--- src/rtl/serial_add_ctrl.sv ---
// Bit-serial add controller: captures two WIDTH-bit operands, adds them LSB-first
// through one full-adder slice, and returns {carry, result}. Macro SERIAL_ADD_SUB_EN adds subtract.
module serial_add_ctrl #(
    parameter int WIDTH = 4
) (
    input  logic             CLK,
    input  logic             reset,
    input  logic             start,
    input  logic [WIDTH-1:0] x,
    input  logic [WIDTH-1:0] y,
`ifdef SERIAL_ADD_SUB_EN
    input  logic             sub,
`endif
    output logic             busy,
    output logic             done,
    output logic             s_bit,
    output logic             s_valid,
    output logic [WIDTH:0]   sum
);

    localparam int CW = (WIDTH > 1) ? $clog2(WIDTH) : 1;

    typedef enum logic {IDLE, SHIFT} state_t;

    state_t           state;
    logic [WIDTH-1:0] a_sr, b_sr, r_sr;
    logic             c;
    logic [CW-1:0]    cnt;
    logic             bit_n, carry_n;
    logic [WIDTH-1:0] b_load;
    logic             c_load;

    assign bit_n   = a_sr[0] ^ b_sr[0] ^ c;
    assign carry_n = (a_sr[0] & b_sr[0]) | (a_sr[0] & c) | (b_sr[0] & c);
    assign s_valid = (state == SHIFT);
    // Outside SHIFT the slice still sees leftover carry; keep the serial bit quiet.
    assign s_bit   = s_valid & bit_n;

`ifdef SERIAL_ADD_SUB_EN
    // x - y == x + ~y + 1; the final carry is the no-borrow flag.
    assign b_load = sub ? ~y : y;
    assign c_load = sub;
`else
    assign b_load = y;
    assign c_load = 1'b0;
`endif

    always_ff @(posedge CLK) begin
        if (reset) begin
            state <= IDLE;
            a_sr  <= '0;
            b_sr  <= '0;
            r_sr  <= '0;
            c     <= 1'b0;
            cnt   <= '0;
            busy  <= 1'b0;
            done  <= 1'b0;
            sum   <= '0;
        end else begin
            done <= 1'b0;
            case (state)
                IDLE: begin
                    if (start) begin
                        a_sr  <= x;
                        b_sr  <= b_load;
                        c     <= c_load;
                        cnt   <= '0;
                        r_sr  <= '0;
                        busy  <= 1'b1;
                        state <= SHIFT;
                    end
                end
                SHIFT: begin
                    a_sr <= a_sr >> 1;
                    b_sr <= b_sr >> 1;
                    c    <= carry_n;
                    r_sr <= {bit_n, r_sr[WIDTH-1:1]};
                    cnt  <= cnt + 1'b1;
                    if (cnt == CW'(WIDTH - 1)) begin
                        sum   <= {carry_n, bit_n, r_sr[WIDTH-1:1]};
                        done  <= 1'b1;
                        busy  <= 1'b0;
                        state <= IDLE;
                    end
                end
                default: state <= IDLE;
            endcase
        end
    end

endmodule

--- config.mk ---
export PLATFORM = sky130hd
export DESIGN_NAME = serial_add_ctrl
export DESIGN_NICKNAME = d
export VERILOG_FILES = /design/src/rtl/serial_add_ctrl.sv
export SDC_FILE = /design/constraint.sdc
export NUM_CORES = 1
export LEC_CHECK = 0
export ABC_AREA = 1
export ABC_CLOCK_PERIOD_IN_PS = 1050
export BUFFER_PORTS_ARGS = -buffer_cell sky130_fd_sc_hd__buf_2
export CAP_MARGIN = 30
export CORE_ASPECT_RATIO = 0.75
export CORE_UTILIZATION = 46
export DETAILED_ROUTE_END_ITERATION = 10
export PLACE_DENSITY = 0.69
export REMOVE_ABC_BUFFERS = 1
export SYNTH_ARGS = -nofsm -noshare
export SYNTH_HDL_FRONTEND = slang
export SYNTH_SLANG_ARGS = --single-unit
--- constraint.sdc ---
create_clock -name CLK -period 1.05 [get_ports CLK]
set_input_delay 0.105 -clock CLK [delete_from_list [all_inputs] [get_ports CLK]]
set_output_delay 0.105 -clock CLK [all_outputs]
set_load 0.05 [all_outputs]
==> results of run 1 <==
[cell usage in the layout, fill, tap and decap left out, types with 2 or more instances in the layout]
cell type | synthesis | final
nand2_1 | 41 | 39
dfxtp_1 | 22 | 18
nand3_1 | 17 | 17
buf_2 | 1 | 11
clkbuf_4 | 0 | 9
inv_1 | 9 | 8
nor2_1 | 6 | 6
nand2_2 | 3 | 5
a21oi_1 | 6 | 5
buf_4 | 3 | 5
inv_2 | 2 | 3
a21oi_2 | 2 | 3
dfxtp_2 | 0 | 3
buf_6 | 1 | 3
buf_8 | 1 | 2
[area by class of cell]
class / instances / area, µm² / share of cell area
sequential: 22 / 448 / 0.384
multi-input combinational: 80 / 413 / 0.354
timing repair buffer: 27 / 201 / 0.173
inverter: 11 / 41.3 / 0.0354
clock buffer: 4 / 36.3 / 0.0311
tap: 22 / 27.5 / 0.0236
[flip-flops by register name, indices dropped and copies added, names as in the netlist]
signal and count:
sum 5, a_sr 4, b_sr 4, r_sr 3
cnt 2, busy 1, c 1, done 1
s_valid 1
[worst register-to-register path, delay by kind of cell (launching register included)]
kind            cells  cell delay [ns]
fa+ha+maj           1             0.58
compound gates      1             0.09
simple gates        1             0.07
flops               1             0.36
buf+inv             2             0.24
[worst min path at each step]
stage / startpoint / to / slack, ns / cells past startpoint
finish: y[3] / b_sr[3]$_SDFFE_PP0P_ / 0.03 / 3
global route: y[3] / b_sr[3]$_SDFFE_PP0P_ / 0.02 / 3
CTS: y[3] / b_sr[3]$_SDFFE_PP0P_ / 0.03 / 3
detailed placement: y[3] / b_sr[3]$_SDFFE_PP0P_ / 0.37 / 3
global placement: y[3] / b_sr[3]$_SDFFE_PP0P_ / 0.36 / 3
floorplan: reset / a_sr[3]$_SDFFE_PP0P_ / 0.17 / 1
[metal layers]
metal  track usage  vias to the layer above  part of all wire
li1              -                      420                 -
met1         0.247                      373              0.48
met2         0.336                       22              0.46
met3        0.0778                        4             0.045
met4        0.0789                        0             0.011
met5             0                        -                 0
[per-stage QoR]
step / setup TNS, ns / util / cell area, µm² / total power (W) / setup slack, ns
after floorplan: -9.52 / - / 872 / 0.00102 / -0.544
after global placement: -0.404 / 0.568 / 1020 / 0.00109 / -0.284
after detailed placement: -0.603 / 0.568 / 1020 / 0.00110 / -0.312
after CTS: -0.839 / 0.619 / 1120 / 0.00158 / -0.561
after global routing: -1.18 / 0.647 / 1170 / 0.00166 / -0.625
final: -1.04 / 0.647 / 1170 / 0.00160 / -0.590
[kinds of logic (layout without fill, tap and decap cells)]
group                    after synthesis  count (layout)  synth area share
flip-flops                            22              22             0.476
AO/OA/AOI/OAI                          8               8            0.0514
AND/OR/NAND/NOR                       69              70             0.335
buffers and inverters                 17              42             0.103
adder cells (fa/ha/maj)                2               2            0.0351
[power breakdown]
group | internal [W] | switching, W | leakage (nW)
Combinational | 0.0000999 | 0.000138 | 0.386
Clock | 0.000212 | 0.000262 | 0.0210
Sequential | 0.000865 | 0.0000242 | 0.181
[timing repair]
| action | in CTS | in global routing |
|---|---|---|
| setup buffers | 2 | 2 |
| setup endpoints to repair | 16 | 25 |
| pin swaps | 2 | 3 |
| hold buffers | 0 | 0 |
| gates resized for setup | 11 | 14 |
| cloned | 1 | 0 |
==> results.txt, run 1 <==
hold_ws = 0.0290 ns
Worst EP required = 0.94 ns
number of enable flip-flop cells after synthesis = 0
Crit path max-delay family = adder cells
Least-Margin Pin Slew = 0.271 ns
first-pass GRT wire length = 2.98 mm
routed vias = 819
proportion of layout cells with a drive suffix above 1 = 0.347
fin crit period = 1.64 ns
Max stage delay on crit path = 0.58 ns
RR Startpoint = c$_SDFFE_PP0P_
Startpoint Class = register
Max Transition Viols Final = 0
FF-to-FF setup slack = -0.35 ns
Pleak = 0.588 nW
TritonCTS Buffers = 3
max cap viols = 0
filler cell count = 163
port bufs = 19
largest net degree at the start of global routing = 14
Post-synth top flop = dfxtp_1
final hold vios = 0
crit path DAT = 1.54 ns
Crit. path cell count = 4
Worst setup endpoint = s_bit
placer congestion estimate = 0.747
cell taking the most area after synthesis = dfxtp_1
Root Driver = clkbuf_4
fin nets = 158
die width = 53.8 µm
Sink Count = 22
CP cell instances = fa_2, nand2_2, inv_2, buf_8
clock latency on the worst-skew pair = 0.31 ns
row count = 13
DRT Pass-1 Iters = 4
Synth Cell Area = 926 µm²
DR iter-0 viols = 18
Core Footprint = 1810 µm²
final setup vio count = 4
reg2reg end = r_sr[3]$_SDFFE_PP0P_
crit path max-delay cell type = fa_2
failing checks = setup timing
async set-reset flop share out of synthesis = 0
dominant cells by area after synthesis = dfxtp_1, nand2_1, nand3_1
worst-path fanout max = 2
Final Non-Filler Cells = 166
fmax = 610 MHz
worst relative slew slack = 0.820
# IOs = 20
most common cell in the synthesized netlist = nand2_1
endpoint class of the critical path = output pin
skew final = 0.00322 ns
initial antenna violation count = 0
Netlist cell types = 17
Layout area overhead = 26.1%
Clock transition at path regs = 0.12 ns
CTS tree = yes
DRC viols = 0
global router's overall resource usage = 0.206
Die H = 40.9 µm
pwr/cell area = 1370 nW/µm²
crit path buf inv count = 2
placed insts = 157
Mapped Avg Cell Area = 7.85 µm²
DR WL/cell = 11.8 µm
worst setup margin = -0.590 ns
H-tree depth = 1
Antenna Violating Nets Remaining = 0
CTS max path bufs = 2
critical path type = register to output pin
number of diodes = 0
global route overflow = 0
DRT Wirelength = 1.96 mm
Seq/Total Area, Yosys = 0.476
starting density of the core = 0.513
Via density = 4.93
vias in the first global route = 704
Post-synth top cells = nand2_1, dfxtp_1, nand3_1, inv_1
Die Area = 2200 µm²
yosys warns = 0
Post-Syn Instances = 118
DP Wirelength = 1.30 mm
RSZ-0062 raised after global routing = yes
outcome = finished, violations left
Peak VDD IR = 0.00130 V
Tightest Hold Check Type = input port to register
Seq cells post-synth = 22
R2R cell count = 5
Worst Setup SP = c$_SDFFE_PP0P_
Yosys top cell area share = 0.476
Tcrit/Tclk final = 1.56
No activity file was read; power rests on OpenSTA's default activity.
==> run 2, diff against run 1 <==
--- a/config.mk
+++ b/config.mk
@@ -6,14 +6,16 @@
 export NUM_CORES = 1
 export LEC_CHECK = 0
 export ABC_AREA = 1
-export ABC_CLOCK_PERIOD_IN_PS = 1050
+export ABC_CLOCK_PERIOD_IN_PS = 2000
 export BUFFER_PORTS_ARGS = -buffer_cell sky130_fd_sc_hd__buf_2
 export CAP_MARGIN = 30
 export CORE_ASPECT_RATIO = 0.75
-export CORE_UTILIZATION = 46
+export CORE_UTILIZATION = 50
 export DETAILED_ROUTE_END_ITERATION = 10
-export PLACE_DENSITY = 0.69
+export PLACE_DENSITY = 0.71
 export REMOVE_ABC_BUFFERS = 1
+export SETUP_SLACK_MARGIN = 0.02
+export SKIP_LAST_GASP = 1
 export SYNTH_ARGS = -nofsm -noshare
 export SYNTH_HDL_FRONTEND = slang
 export SYNTH_SLANG_ARGS = --single-unit
==> constraint.sdc (replaced) <==
create_clock -name CLK -period 2 [get_ports CLK]
set_input_delay 0.2 -clock CLK [delete_from_list [all_inputs] [get_ports CLK]]
set_output_delay 0.2 -clock CLK [all_outputs]
set_load 0.05 [all_outputs]
==> results.txt, run 2 (synthesized netlist as in run 1, its figures left out) <==
outcome = completed
starting density of the core = 0.532
global route overflow = 0
Worst setup endpoint = s_bit
pwr/cell area = 774 nW/µm²
R2R cell count = 6
DR iter-0 viols = 12
commonest non-fill, non-tap cell in the layout = nand2_1
number of diodes = 0
Via density = 4.89
global routing's busiest layer = met2
Peak VDD IR = 0.000514 V
row count = 13
endpoint class of the critical path = output pin
DRC viols = 0
crit path DAT = 1.62 ns
clock latency on the worst-skew pair = 0.31 ns
DP Wirelength = 1.21 mm
die width = 51.7 µm
Global Route met3 Usage = 0.0814
fin crit period = 1.82 ns
Root Driver = clkbuf_4
port bufs = 19
routed vias = 773
skew final = 0.0107 ns
global router's overall resource usage = 0.208
CTS tree = yes
Max Transition Viols Final = 0
worst relative slew slack = 0.727
Die Area = 2030 µm²
Fin Setup TNS = 0 ns
Sink Count = 22
fin nets = 150
Least-Margin Pin Slew = 0.410 ns
Tightest Hold Check Type = input port to register
TritonCTS Buffers = 3
placer congestion estimate = 0.779
postcts setup bufs = 0
Antenna Violating Nets Remaining = 0
Reg with most FFs = sum
fmax = 549 MHz
commonest cells after routing, fill and taps aside = nand2_1, dfxtp_1, buf_2
FF-to-FF setup slack = 0.77 ns
FF/Latch Area = 440 µm²
Core Footprint = 1740 µm²
Die H = 39.3 µm
Final Non-Filler Cells = 158
Clock transition at path regs = 0.12 ns
filler cell count = 163
DR WL/cell = 10.7 µm
final hold vios = 0
Tcrit/Tclk final = 0.910
placed insts = 154
Worst Setup SP = c$_SDFFE_PP0P_
worst-path fanout max = 2
CTS max path bufs = 2
Pleak = 0.548 nW
largest net degree at the start of global routing = 16
max cap viols = 0
Layout area overhead = 12.2%
Largest regs = sum: 5 flops, a_sr: 4 flops, b_sr: 4 flops
first-pass GRT wire length = 2.84 mm
Startpoint Class = register
final setup vio count = 0
vias in the first global route = 685
critical path type = register to output pin
CTS Hold Bufs = 0
max reg flops = 5
H-tree depth = 1
post_cts resized = 0
RR Startpoint = s_valid$_SDFF_PP0_
DRT Wirelength = 1.69 mm
DRT Pass-1 Iters = 3
RSZ-0062 raised after global routing = no
M1 GR Usage = 0.235
# IOs = 20
initial antenna violation count = 0
met2 usage = 0.357
reg2reg end = b_sr[2]$_SDFFE_PP0P_
area of the multi-input gates = 390 µm²
Worst EP required = 1.80 ns
proportion of layout cells with a drive suffix above 1 = 0.243
[run 2: changes by cell type in the layout (fill, tap and decap cells not counted), moves of 3 or more]
| cell | before | now |
|---|---|---|
| dfxtp_2 | 3 | 0 |
| buf_4 | 5 | 1 |
| buf_6 | 3 | 0 |
| buf_2 | 11 | 19 |
| dfxtp_1 | 18 | 22 |
| clkbuf_4 | 9 | 3 |
[run 2: worst min path at each step]
stage / start / endpoint / slack, ns / cells after the start
floorplan: reset / a_sr[3]$_SDFFE_PP0P_ / 0.26 / 1
global placement: r_sr[1]$_SDFFE_PP0P_ / sum[0]$_SDFFE_PP0P_ / 0.43 / 2
detailed placement: r_sr[1]$_SDFFE_PP0P_ / sum[0]$_SDFFE_PP0P_ / 0.44 / 2
CTS: x[3] / a_sr[3]$_SDFFE_PP0P_ / 0.12 / 3
global route: x[3] / a_sr[3]$_SDFFE_PP0P_ / 0.11 / 3
finish: x[3] / a_sr[3]$_SDFFE_PP0P_ / 0.13 / 3
[run 2: report_power, final]
part	switching, W	internal, W	leakage [nW]	total (W)
sequential	0.0000136	0.000454	0.179	0.000467
combinational	0.0000606	0.0000313	0.347	0.0000919
clock	0.000133	0.000111	0.0210	0.000244
[run 2: per-layer routing]
layer / up-vias / share of wire
li1: 403 / -
met1: 354 / 0.51
met2: 12 / 0.44
met3: 4 / 0.042
met4: 0 / 0.012
met5: - / 0
[run 2: critical path: stages (launching register included)]
cell and delay (ns):
dfxtp_1 0.35, fa_1 0.56, nand2_1 0.07, inv_1 0.07, buf_2 0.25
[run 2: area by class of cell]
| class | instances | share of cell area |
|---|---|---|
| repair buffers | 20 | 0.0988 |
| well taps | 22 | 0.0265 |
| flip-flops and latches | 22 | 0.424 |
| multi-input cells | 79 | 0.376 |
| clock buffers | 4 | 0.0349 |
| inverters | 11 | 0.0398 |
[run 2: stage by stage]
| stage | hold slack [ns] | power (W) | worst slack, ns | instance area, µm² | utilization |
|---|---|---|---|---|---|
| 2_1_floorplan | 0.262 | 0.000535 | 0.356 | 872 | - |
| 3_3_place_gp | 0.434 | 0.000567 | 0.570 | 1000 | 0.576 |
| 3_5_place_dp | 0.444 | 0.000570 | 0.532 | 1000 | 0.576 |
| 4_1_cts | 0.120 | 0.000817 | 0.163 | 1040 | 0.597 |
| 5_1_grt | 0.114 | 0.000848 | 0.107 | 1040 | 0.597 |
| 6_report | 0.134 | 0.000804 | 0.180 | 1040 | 0.597 |
==> run 3, diff against run 2 <==
--- a/config.mk
+++ b/config.mk
@@ -12,6 +12,7 @@
 export CORE_ASPECT_RATIO = 0.75
 export CORE_UTILIZATION = 50
 export DETAILED_ROUTE_END_ITERATION = 10
+export MAX_ROUTING_LAYER = met4
 export PLACE_DENSITY = 0.71
 export REMOVE_ABC_BUFFERS = 1
 export SETUP_SLACK_MARGIN = 0.02
==> results.txt, run 3 (synthesized netlist as in run 1, its figures left out) <==
Final Total Pwr = 0.000804 W
utilization after layout = 0.597
DRT Wirelength = 1.70 mm
starting density of the core = 0.532
DR WL/cell = 10.7 µm
cell area after layout = 1040 µm²
DRC viols = 0
fin nets = 150
fin crit period = 1.82 ns
Die H = 39.3 µm
Pleak = 0.548 nW
Root Driver = clkbuf_4
first-pass GRT wire length = 2.85 mm
largest net degree at the start of global routing = 16
clock latency on the worst-skew pair = 0.31 ns
routed vias = 774
Antenna Violating Nets Remaining = 0
CTS max path bufs = 2
WL met3 = 72 µm
Largest regs = sum: 5 flops, a_sr: 4 flops, b_sr: 4 flops
Via density = 4.90
Clock transition at path regs = 0.12 ns
initial antenna violation count = 0
R2R cell count = 6
Peak VDD IR = 0.000514 V
CTS Hold Bufs = 0
row count = 13
commonest cells after routing, fill and taps aside = nand2_1, dfxtp_1, buf_2
Reg with most FFs = sum
DRT Pass-1 Iters = 3
# IOs = 20
port bufs = 19
crit path DAT = 1.62 ns
critical path type = register to output pin
H-tree depth = 1
vias in the first global route = 680
hold depth = 3
final setup vio count = 0
proportion of layout cells with a drive suffix above 1 = 0.243
FF-to-FF setup slack = 0.77 ns
Tcrit/Tclk final = 0.910
RR Startpoint = s_valid$_SDFF_PP0_
postcts setup bufs = 0
skew final = 0.0106 ns
pwr/cell area = 774 nW/µm²
max cap viols = 0
Area after DPL = 1000 µm²
Max Transition Viols Final = 0
CTS tree = yes
number of diodes = 0
DP Wirelength = 1.21 mm
Worst EP required = 1.80 ns
outcome = completed
DR iter-0 viols = 12
TritonCTS Buffers = 3
Startpoint Class = register
endpoint class of the critical path = output pin
worst-path fanout max = 2
Die Area = 2030 µm²
Tightest Hold Check Type = input port to register
Layout area overhead = 12.2%
Core Footprint = 1740 µm²
placer congestion estimate = 0.789
fmax = 549 MHz
Sink Count = 22
max reg flops = 5
Fin Setup TNS = 0 ns
global router's overall resource usage = 0.213
Least-Margin Pin Slew = 0.411 ns
WL met1 = 853 µm
die width = 51.7 µm
DR top layer = met4
commonest non-fill, non-tap cell in the layout = nand2_1
met2 WL = 747 µm
worst relative slew slack = 0.726
final hold vios = 0
Worst Setup SP = c$_SDFFE_PP0P_
Worst Hold Launch = x[3]
post_cts resized = 0
RSZ-0062 raised after global routing = no
global route overflow = 0
run 3: cell counts in the layout (fill, tap and decap cells not counted):
Identical to the previous run, type by type.
run 3: area by class of cell:
cell class	instances	area (µm²)
inverter	11	41.3
sequential	22	440
clock buffer	4	36.3
tap	22	27.5
fill	163	702
timing repair buffer	20	103
multi-input combinational	79	390
run 3: worst paths after layout:
check,endpoint
min reg2reg,sum[0]$_SDFFE_PP0P_
min,a_sr[3]$_SDFFE_PP0P_
max reg2reg,b_sr[2]$_SDFFE_PP0P_
max,s_bit
run 3: power by group:
group          internal [W]  leakage (nW)  switching, W
logic             0.0000313         0.347     0.0000606
clock network      0.000111        0.0210      0.000133
registers          0.000454         0.179     0.0000136
run 3: through the flow:
step | hold WS (ns) | setup slack (ns) | cells
finish | 0.134 | 0.180 | 158
global route | 0.114 | 0.107 | 158
CTS | 0.120 | 0.163 | 158
detailed placement | 0.444 | 0.532 | 154
global placement | 0.434 | 0.570 | 154
floorplan | 0.262 | 0.356 | 112
run 3: routing by layer:
metal | global-route usage | vias to the layer above
li1 | - | 403
met1 | 0.235 | 354
met2 | 0.357 | 13
met3 | 0.0814 | 4
met4 | 0.0811 | 0
met5 | - | -
run 3: critical path, cell delays in order, from the launching register on:
cell and delay (ns):
dfxtp_1 0.35, fa_1 0.56, nand2_1 0.07, inv_1 0.07, buf_2 0.25
